<file path="src/rtl/mem_arbiter_pkg.sv">
// Shared types and defaults for the IF/MEM single-port RAM arbiter.
// Imported by the arbiter top and its wait-counter watchdog.
package mem_arbiter_pkg;

  typedef enum logic [1:0] {
    IDLE    = 2'd0,
    ACC_MEM = 2'd1,
    ACC_IF  = 2'd2
  } arb_state_t;

  localparam int DEF_AW      = 32;
  localparam int DEF_DW      = 32;
  localparam int DEF_TIMEOUT = 16;

  // Wide enough to hold the value TIMEOUT itself, so the counter can saturate there.
  function automatic int wdog_width(input int timeout);
    return (timeout < 1) ? 1 : $clog2(timeout + 1);
  endfunction

endpackage

</file>
<file path="src/rtl/mem_arb_wdog.sv">
// Per-access wait counter with a sticky timeout flag.
// Cleared when the arbiter enters an access state, counts cycles spent waiting for ready.
module mem_arb_wdog
  import mem_arbiter_pkg::*;
#(
  parameter int TIMEOUT = DEF_TIMEOUT
) (
  input  logic clk,
  input  logic rst_n,
  input  logic start,
  input  logic busy,
  input  logic ready,
  output logic err
);

  localparam int CW = wdog_width(TIMEOUT);
  localparam logic [CW-1:0] LIMIT = CW'(TIMEOUT);

  logic [CW-1:0] cnt;
  logic [CW-1:0] cnt_next;
  logic          err_next;

  // Saturate at LIMIT so a very long wait cannot wrap back below it.
  always_comb begin
    cnt_next = cnt;
    if (start) begin
      cnt_next = '0;
    end else if (busy && !ready && (cnt != LIMIT)) begin
      cnt_next = cnt + 1'b1;
    end
    err_next = err | (cnt_next == LIMIT);
  end

  always_ff @(posedge clk or negedge rst_n) begin
    if (!rst_n) begin
      cnt <= '0;
      err <= 1'b0;
    end else begin
      cnt <= cnt_next;
      err <= err_next;
    end
  end

endmodule

</file>
<file path="src/rtl/mem_arbiter.sv">
// Shares one single-port RAM between instruction fetch and load/store, stalling the
// whole pipeline until both pending accesses of the current pipeline step are served.
module mem_arbiter
  import mem_arbiter_pkg::*;
#(
  parameter int AW      = DEF_AW,
  parameter int DW      = DEF_DW,
  parameter int TIMEOUT = DEF_TIMEOUT
) (
  input  logic          clk_i,
  input  logic          rst_i,
  input  logic          if_req_i,
  input  logic [AW-1:0] if_addr_i,
  output logic [DW-1:0] if_data_o,
  input  logic          mem_read_i,
  input  logic          mem_write_i,
  input  logic [AW-1:0] mem_addr_i,
  input  logic [DW-1:0] mem_wdata_i,
  output logic [DW-1:0] mem_rdata_o,
  output logic          stall_o,
  output logic          ram_req_o,
  output logic          ram_we_o,
  output logic [AW-1:0] ram_addr_o,
  output logic [DW-1:0] ram_wdata_o,
  input  logic [DW-1:0] ram_rdata_i,
  input  logic          ram_ready_i,
  output logic          err_o,
  output logic [31:0]   stall_cnt_o
);

  arb_state_t state;
  arb_state_t state_next;

  logic if_done;
  logic mem_done;
  logic mem_op;
  logic mem_need;
  logic if_need;
  logic mem_fin;
  logic if_fin;
  logic acc_start;
  logic acc_busy;

  assign mem_op   = mem_read_i | mem_write_i;
  assign mem_need = mem_op & ~mem_done;
  assign if_need  = if_req_i & ~if_done;
  assign stall_o  = mem_need | if_need;

  assign mem_fin  = (state == ACC_MEM) & ram_ready_i;
  assign if_fin   = (state == ACC_IF) & ram_ready_i;

  // Load/store is older than the fetch, so it always goes first.
  always_comb begin
    state_next  = state;
    ram_req_o   = 1'b0;
    ram_we_o    = 1'b0;
    ram_addr_o  = '0;
    ram_wdata_o = '0;
    case (state)
      IDLE: begin
        if (mem_need) begin
          state_next = ACC_MEM;
        end else if (if_need) begin
          state_next = ACC_IF;
        end
      end
      ACC_MEM: begin
        ram_req_o   = 1'b1;
        ram_we_o    = mem_write_i;
        ram_addr_o  = mem_addr_i;
        ram_wdata_o = mem_wdata_i;
        if (ram_ready_i) begin
          state_next = if_need ? ACC_IF : IDLE;
        end
      end
      ACC_IF: begin
        ram_req_o  = 1'b1;
        ram_addr_o = if_addr_i;
        if (ram_ready_i) begin
          state_next = IDLE;
        end
      end
      default: state_next = IDLE;
    endcase
  end

  always_ff @(posedge clk_i or negedge rst_i) begin
    if (!rst_i) begin
      state <= IDLE;
    end else begin
      state <= state_next;
    end
  end

  // Done flags remember what this pipeline step already got; they drop when the pipeline advances.
  always_ff @(posedge clk_i or negedge rst_i) begin
    if (!rst_i) begin
      if_done  <= 1'b0;
      mem_done <= 1'b0;
    end else if (!stall_o) begin
      if_done  <= 1'b0;
      mem_done <= 1'b0;
    end else begin
      if (mem_fin) begin
        mem_done <= 1'b1;
      end
      if (if_fin) begin
        if_done <= 1'b1;
      end
    end
  end

  // A store (including read+write together) leaves the load buffer untouched.
  always_ff @(posedge clk_i or negedge rst_i) begin
    if (!rst_i) begin
      if_data_o   <= '0;
      mem_rdata_o <= '0;
    end else begin
      if (mem_fin && !mem_write_i) begin
        mem_rdata_o <= ram_rdata_i;
      end
      if (if_fin) begin
        if_data_o <= ram_rdata_i;
      end
    end
  end

  always_ff @(posedge clk_i or negedge rst_i) begin
    if (!rst_i) begin
      stall_cnt_o <= '0;
    end else if (stall_o) begin
      stall_cnt_o <= stall_cnt_o + 32'd1;
    end
  end

  assign acc_start = (state_next != state) && (state_next != IDLE);
  assign acc_busy  = (state != IDLE);

  mem_arb_wdog #(
    .TIMEOUT (TIMEOUT)
  ) u_wdog (
    .clk   (clk_i),
    .rst_n (rst_i),
    .start (acc_start),
    .busy  (acc_busy),
    .ready (ram_ready_i),
    .err   (err_o)
  );

  // The pipeline may only advance once the arbiter has returned to IDLE.
  assert property (@(posedge clk_i) disable iff (!rst_i) !stall_o |-> (state == IDLE));

endmodule

</file>
<file path="config.mk">
export PLATFORM = sky130hd
export DESIGN_NAME = mem_arbiter
export DESIGN_NICKNAME = d
export VERILOG_FILES = /design/src/rtl/mem_arbiter_pkg.sv /design/src/rtl/mem_arb_wdog.sv /design/src/rtl/mem_arbiter.sv
export SDC_FILE = /design/constraint.sdc
export NUM_CORES = 1
export LEC_CHECK = 0
export ABC_AREA = 1
export BUFFER_PORTS_ARGS = -buffer_cell sky130_fd_sc_hd__buf_4
export CELL_PAD_IN_SITES_DETAIL_PLACEMENT = 0
export CELL_PAD_IN_SITES_GLOBAL_PLACEMENT = 1
export CORE_ASPECT_RATIO = 1.25
export CORE_UTILIZATION = 28
export CTS_CLUSTER_DIAMETER = 50
export DETAILED_ROUTE_END_ITERATION = 10
export PLACE_DENSITY = 0.86
export SYNTH_ARGS = -nofsm -noshare
export SYNTH_HDL_FRONTEND = slang
export SYNTH_SLANG_ARGS = --single-unit
</file>
<file path="constraint.sdc">
create_clock -name clk_i -period 1.69 [get_ports clk_i]
set_input_delay 0.0845 -clock clk_i [delete_from_list [all_inputs] [get_ports clk_i]]
set_output_delay 0.0845 -clock clk_i [all_outputs]
set_load 0.05 [all_outputs]
</file>
==> results.py <==
metrics = {
    "final_layout": {
        "seq_area_mm2": 0.00267,
        "multi_input_area_mm2": 0.00295,
        "syn_to_final_growth_pct": 79.6,
        "stdcell_count": 1327,
        "drive_above_1_share_pct": 48.6,
        "nNetsFinal": 1200,
        "final_util_pct": 51.4,
        "diodes": 0,
        "num-fill-cells": 1824,
    },
    "setup_path": {
        "worst_setup_path_end_kind": "primary output",
        "slowest_delay_ps": 400,
        "worstSetupPathType": "flip-flop to primary output",
        "crit_path_frequent_cell": "buf_6",
        "critical_path.max_fanout": 22,
        "worst_setup_path_start_kind": "flip-flop",
        "cp_slowest_cell": "dfrtp_1",
        "crit_required_ps": 1610,
        "cp_top_family": "buffers and inverters",
        "crit_buf_inv": 4,
        "crit_chain": "inv_2 -> ha_4 -> buf_6 -> buf_12 -> nand2_1 -> a21oi_4 -> buf_6",
        "cp.arrival_ps": 1760,
    },
    "floorplanning": {
        "rows": 57,
        "die_x_um": 128,
        "start_util_pct": 28.6,
        "dieArea_mm2": 0.0205,
        "die_h_um": 160,
        "num_io_pins": 298,
        "core_area_mm2": 0.0195,
    },
    "route": {
        "post-route-drc-count": 0,
        "drt_first_pass_iters": 4,
        "vias": 5749,
        "first_iter_violations": 329,
        "wl_met3_um": 1040,
        "via_per_inst": 4.33,
        "wirelength_met1_um": 8050,
        "highest_layer": "met4",
        "totalWireLength_um": 19200,
        "wl_met2_um": 9740,
        "ant_nets": 0,
        "wl_per_cell_um": 14.5,
    },
    "synth": {
        "synth_area_leaders": "dfrtp_1, nand2_1, inv_1",
        "async_flop_share_pct": 100,
        "synth-edff-count": 0,
        "yosysMostFrequentCell": "nand2_1",
        "yosys.area.top_type_share_pct": 47.6,
        "synthTopCellsByCount": "nand2_1, inv_1, dfrtp_1",
        "syn-cell-area_mm2": 0.00557,
        "yosysWarnings": 0,
        "synth_cells": 721,
        "seq_area_frac_synth_pct": 47.6,
        "ys_ff_latch": 106,
        "ys.flop_type": "dfrtp_1",
        "synth.distinct_cells": 32,
        "synth_area_per_cell_um2": 7.73,
        "syn-num-nets": 862,
        "synth.largest_area_cell": "dfrtp_1",
    },
    "grt": {
        "grt_overflow": 0,
        "grt_pass1_wl_um": 30000,
        "track_usage_pct": 18.9,
        "antenna_found_initial": 0,
        "first_global_vias": 5750,
        "grt_max_degree": 66,
    },
    "job": {
        "maxCapViolCount": 0,
    },
    "sta": {
        "slew_violations": 0,
        "holdWs_ps": 2.63,
        "post-route-min-period_ps": 1850,
        "fin_crit_sh_pct": 109,
        "finalHoldViolCount": 0,
        "rsz0062_at_grt": "true",
        "slew_headroom_pct": 74.2,
        "skew_ps": 11.7,
        "layout_setup_ws_ps": -158,
        "setup_viol_count_final": 70,
        "fmax_ghz": 0.541,
        "worst-slew-pin-transition_ps": 387,
    },
    "power": {
        "switching_share_pct": 52.8,
        "ir_drop_v": 0.000728,
        "power_w": 0.0193,
        "powerDensity_mw_per_mm2": 1930,
        "intPower_w": 0.00911,
        "p_leak_nw": 4.78,
        "sequentialPowerShare_pct": 21.1,
        "clkPwrFrac_pct": 10.1,
        "pwr-share-comb_pct": 68.8,
        "power_switching_w": 0.0102,
    },
    "clock_tree": {
        "clk_transition_reported_paths_ps": 70,
        "clk_latency_ps": 360,
        "cts-root-buf": "clkbuf_16",
        "cts_tree": "yes",
        "numCtsBuffers": 9,
        "cts_max_path_buffers": 2,
        "cts_max_level": 3,
        "clock-sinks": 106,
    },
    "placed_design": {
        "finalWeightedCongestion": 0.794,
        "dp_hpwl_um": 14100,
        "dp.cells": 1281,
        "io_buffers": 297,
    },
    "hold_path": {
        "hold_path.class": "input port to flip-flop",
    },
    "run_status": {
        "outcome": "finished, violations left",
        "violations": "setup timing",
    },
}
==> metal layers <==
| metal | up-vias | global-route usage (%) |
|---|---|---|
| li1 | 2889 | - |
| met4 | 0 | 6.15 |
| met5 | - | 0 |
| met3 | 27 | 3.72 |
| met1 | 2691 | 24.1 |
| met2 | 142 | 31.9 |
==> flip-flops by register name, indices dropped and copies added, names as in the netlist <==
register and cells:
if_done 1, stall_cnt_o 32, if_data_o 32, mem_rdata_o 32, mem_done 1, state 2, u_wdog.cnt 5, u_wdog.err 1
==> metrics by stage <==
step	cell area (µm²)	TNS, ps	setup WS, ps
finish	10000	-5370	-158
global route	10000	-10670	-232
CTS	9760	-4440	-112
detailed placement	8840	0	8.54
global placement	8840	0	49.0
floorplan	6120	0	2.29
==> worst min-delay path, stage by stage <==
cell and delay (ps):
buf_4 80, inv_1 40, o21ai_1 110
==> area by class of cell <==
cell class / instances / area share [%]
tap: 265 / 3.31
inverter: 110 / 5.32
clock inverter: 3 / 0.250
clock buffer: 11 / 2.32
timing repair buffer: 357 / 32.7
sequential: 106 / 26.6
multi-input combinational: 475 / 29.5
==> kinds of logic (layout without fill, tap and decap cells) <==
logic type,count (synthesis),after routing,share of synthesized area (%)
AND/OR/NAND/NOR,323,323,25.6
buffers and inverters,140,481,9.61
AO/OA/AOI/OAI,111,111,10.1
flip-flops,106,106,47.6
XOR/XNOR,34,34,5.48
adder cells (fa/ha/maj),7,7,1.57
==> layout by cell type (no fill, tap or decap), types with 7 or more instances in the layout <==
master and n:
dlygate4sd3_1 12, nand2_2 46, xor2_1 24, o21ai_0 70, nand3_1 11, nand2_1 196
nor3_1 7, clkbuf_16 12, dfrtp_2 11, xnor2_1 9, dfrtp_1 95, inv_1 76
buf_4 255, buf_6 68, nor2_1 25, buf_12 10, clkinvlp_4 31, a21oi_4 32
==> what timing repair did <==
item	in CTS	in global routing
resized for setup	103	40
pin swaps	5	13
gates cloned	5	3
hold buffers	12	0
hold endpoints to repair	38	0
setup endpoints to repair	67	84
setup buffers	6	6
==> power by group through the flow <==
| stage | Clock, W | Combinational (W) | Sequential [W] |
|---|---|---|---|
| finish | 0.00196 | 0.0133 | 0.00407 |
| detailed placement | 0 | 0.0116 | 0.00411 |
| global route | 0.00213 | 0.0140 | 0.00420 |
| global placement | 0 | 0.0116 | 0.00409 |
| floorplan | 0 | 0.00504 | 0.00704 |
| CTS | 0.00203 | 0.0129 | 0.00408 |
==> final timing paths <==
check	endpoint	from	slack, ps	depth (start not counted)
max in group asynchronous	stall_cnt_o[1]	rst_i	830	3
setup / recovery	ram_addr_o[1]	state[1]	-160	7
min in group asynchronous	mem_rdata_o[0]	rst_i	220	2
hold reg to reg	stall_cnt_o[31]	stall_cnt_o[31]	480	1
hold / removal	mem_rdata_o[19]	ram_rdata_i[19]	3	3
setup reg to reg	u_wdog.err	state[1]	-50	15
No activity file was read; power rests on OpenSTA's default activity.
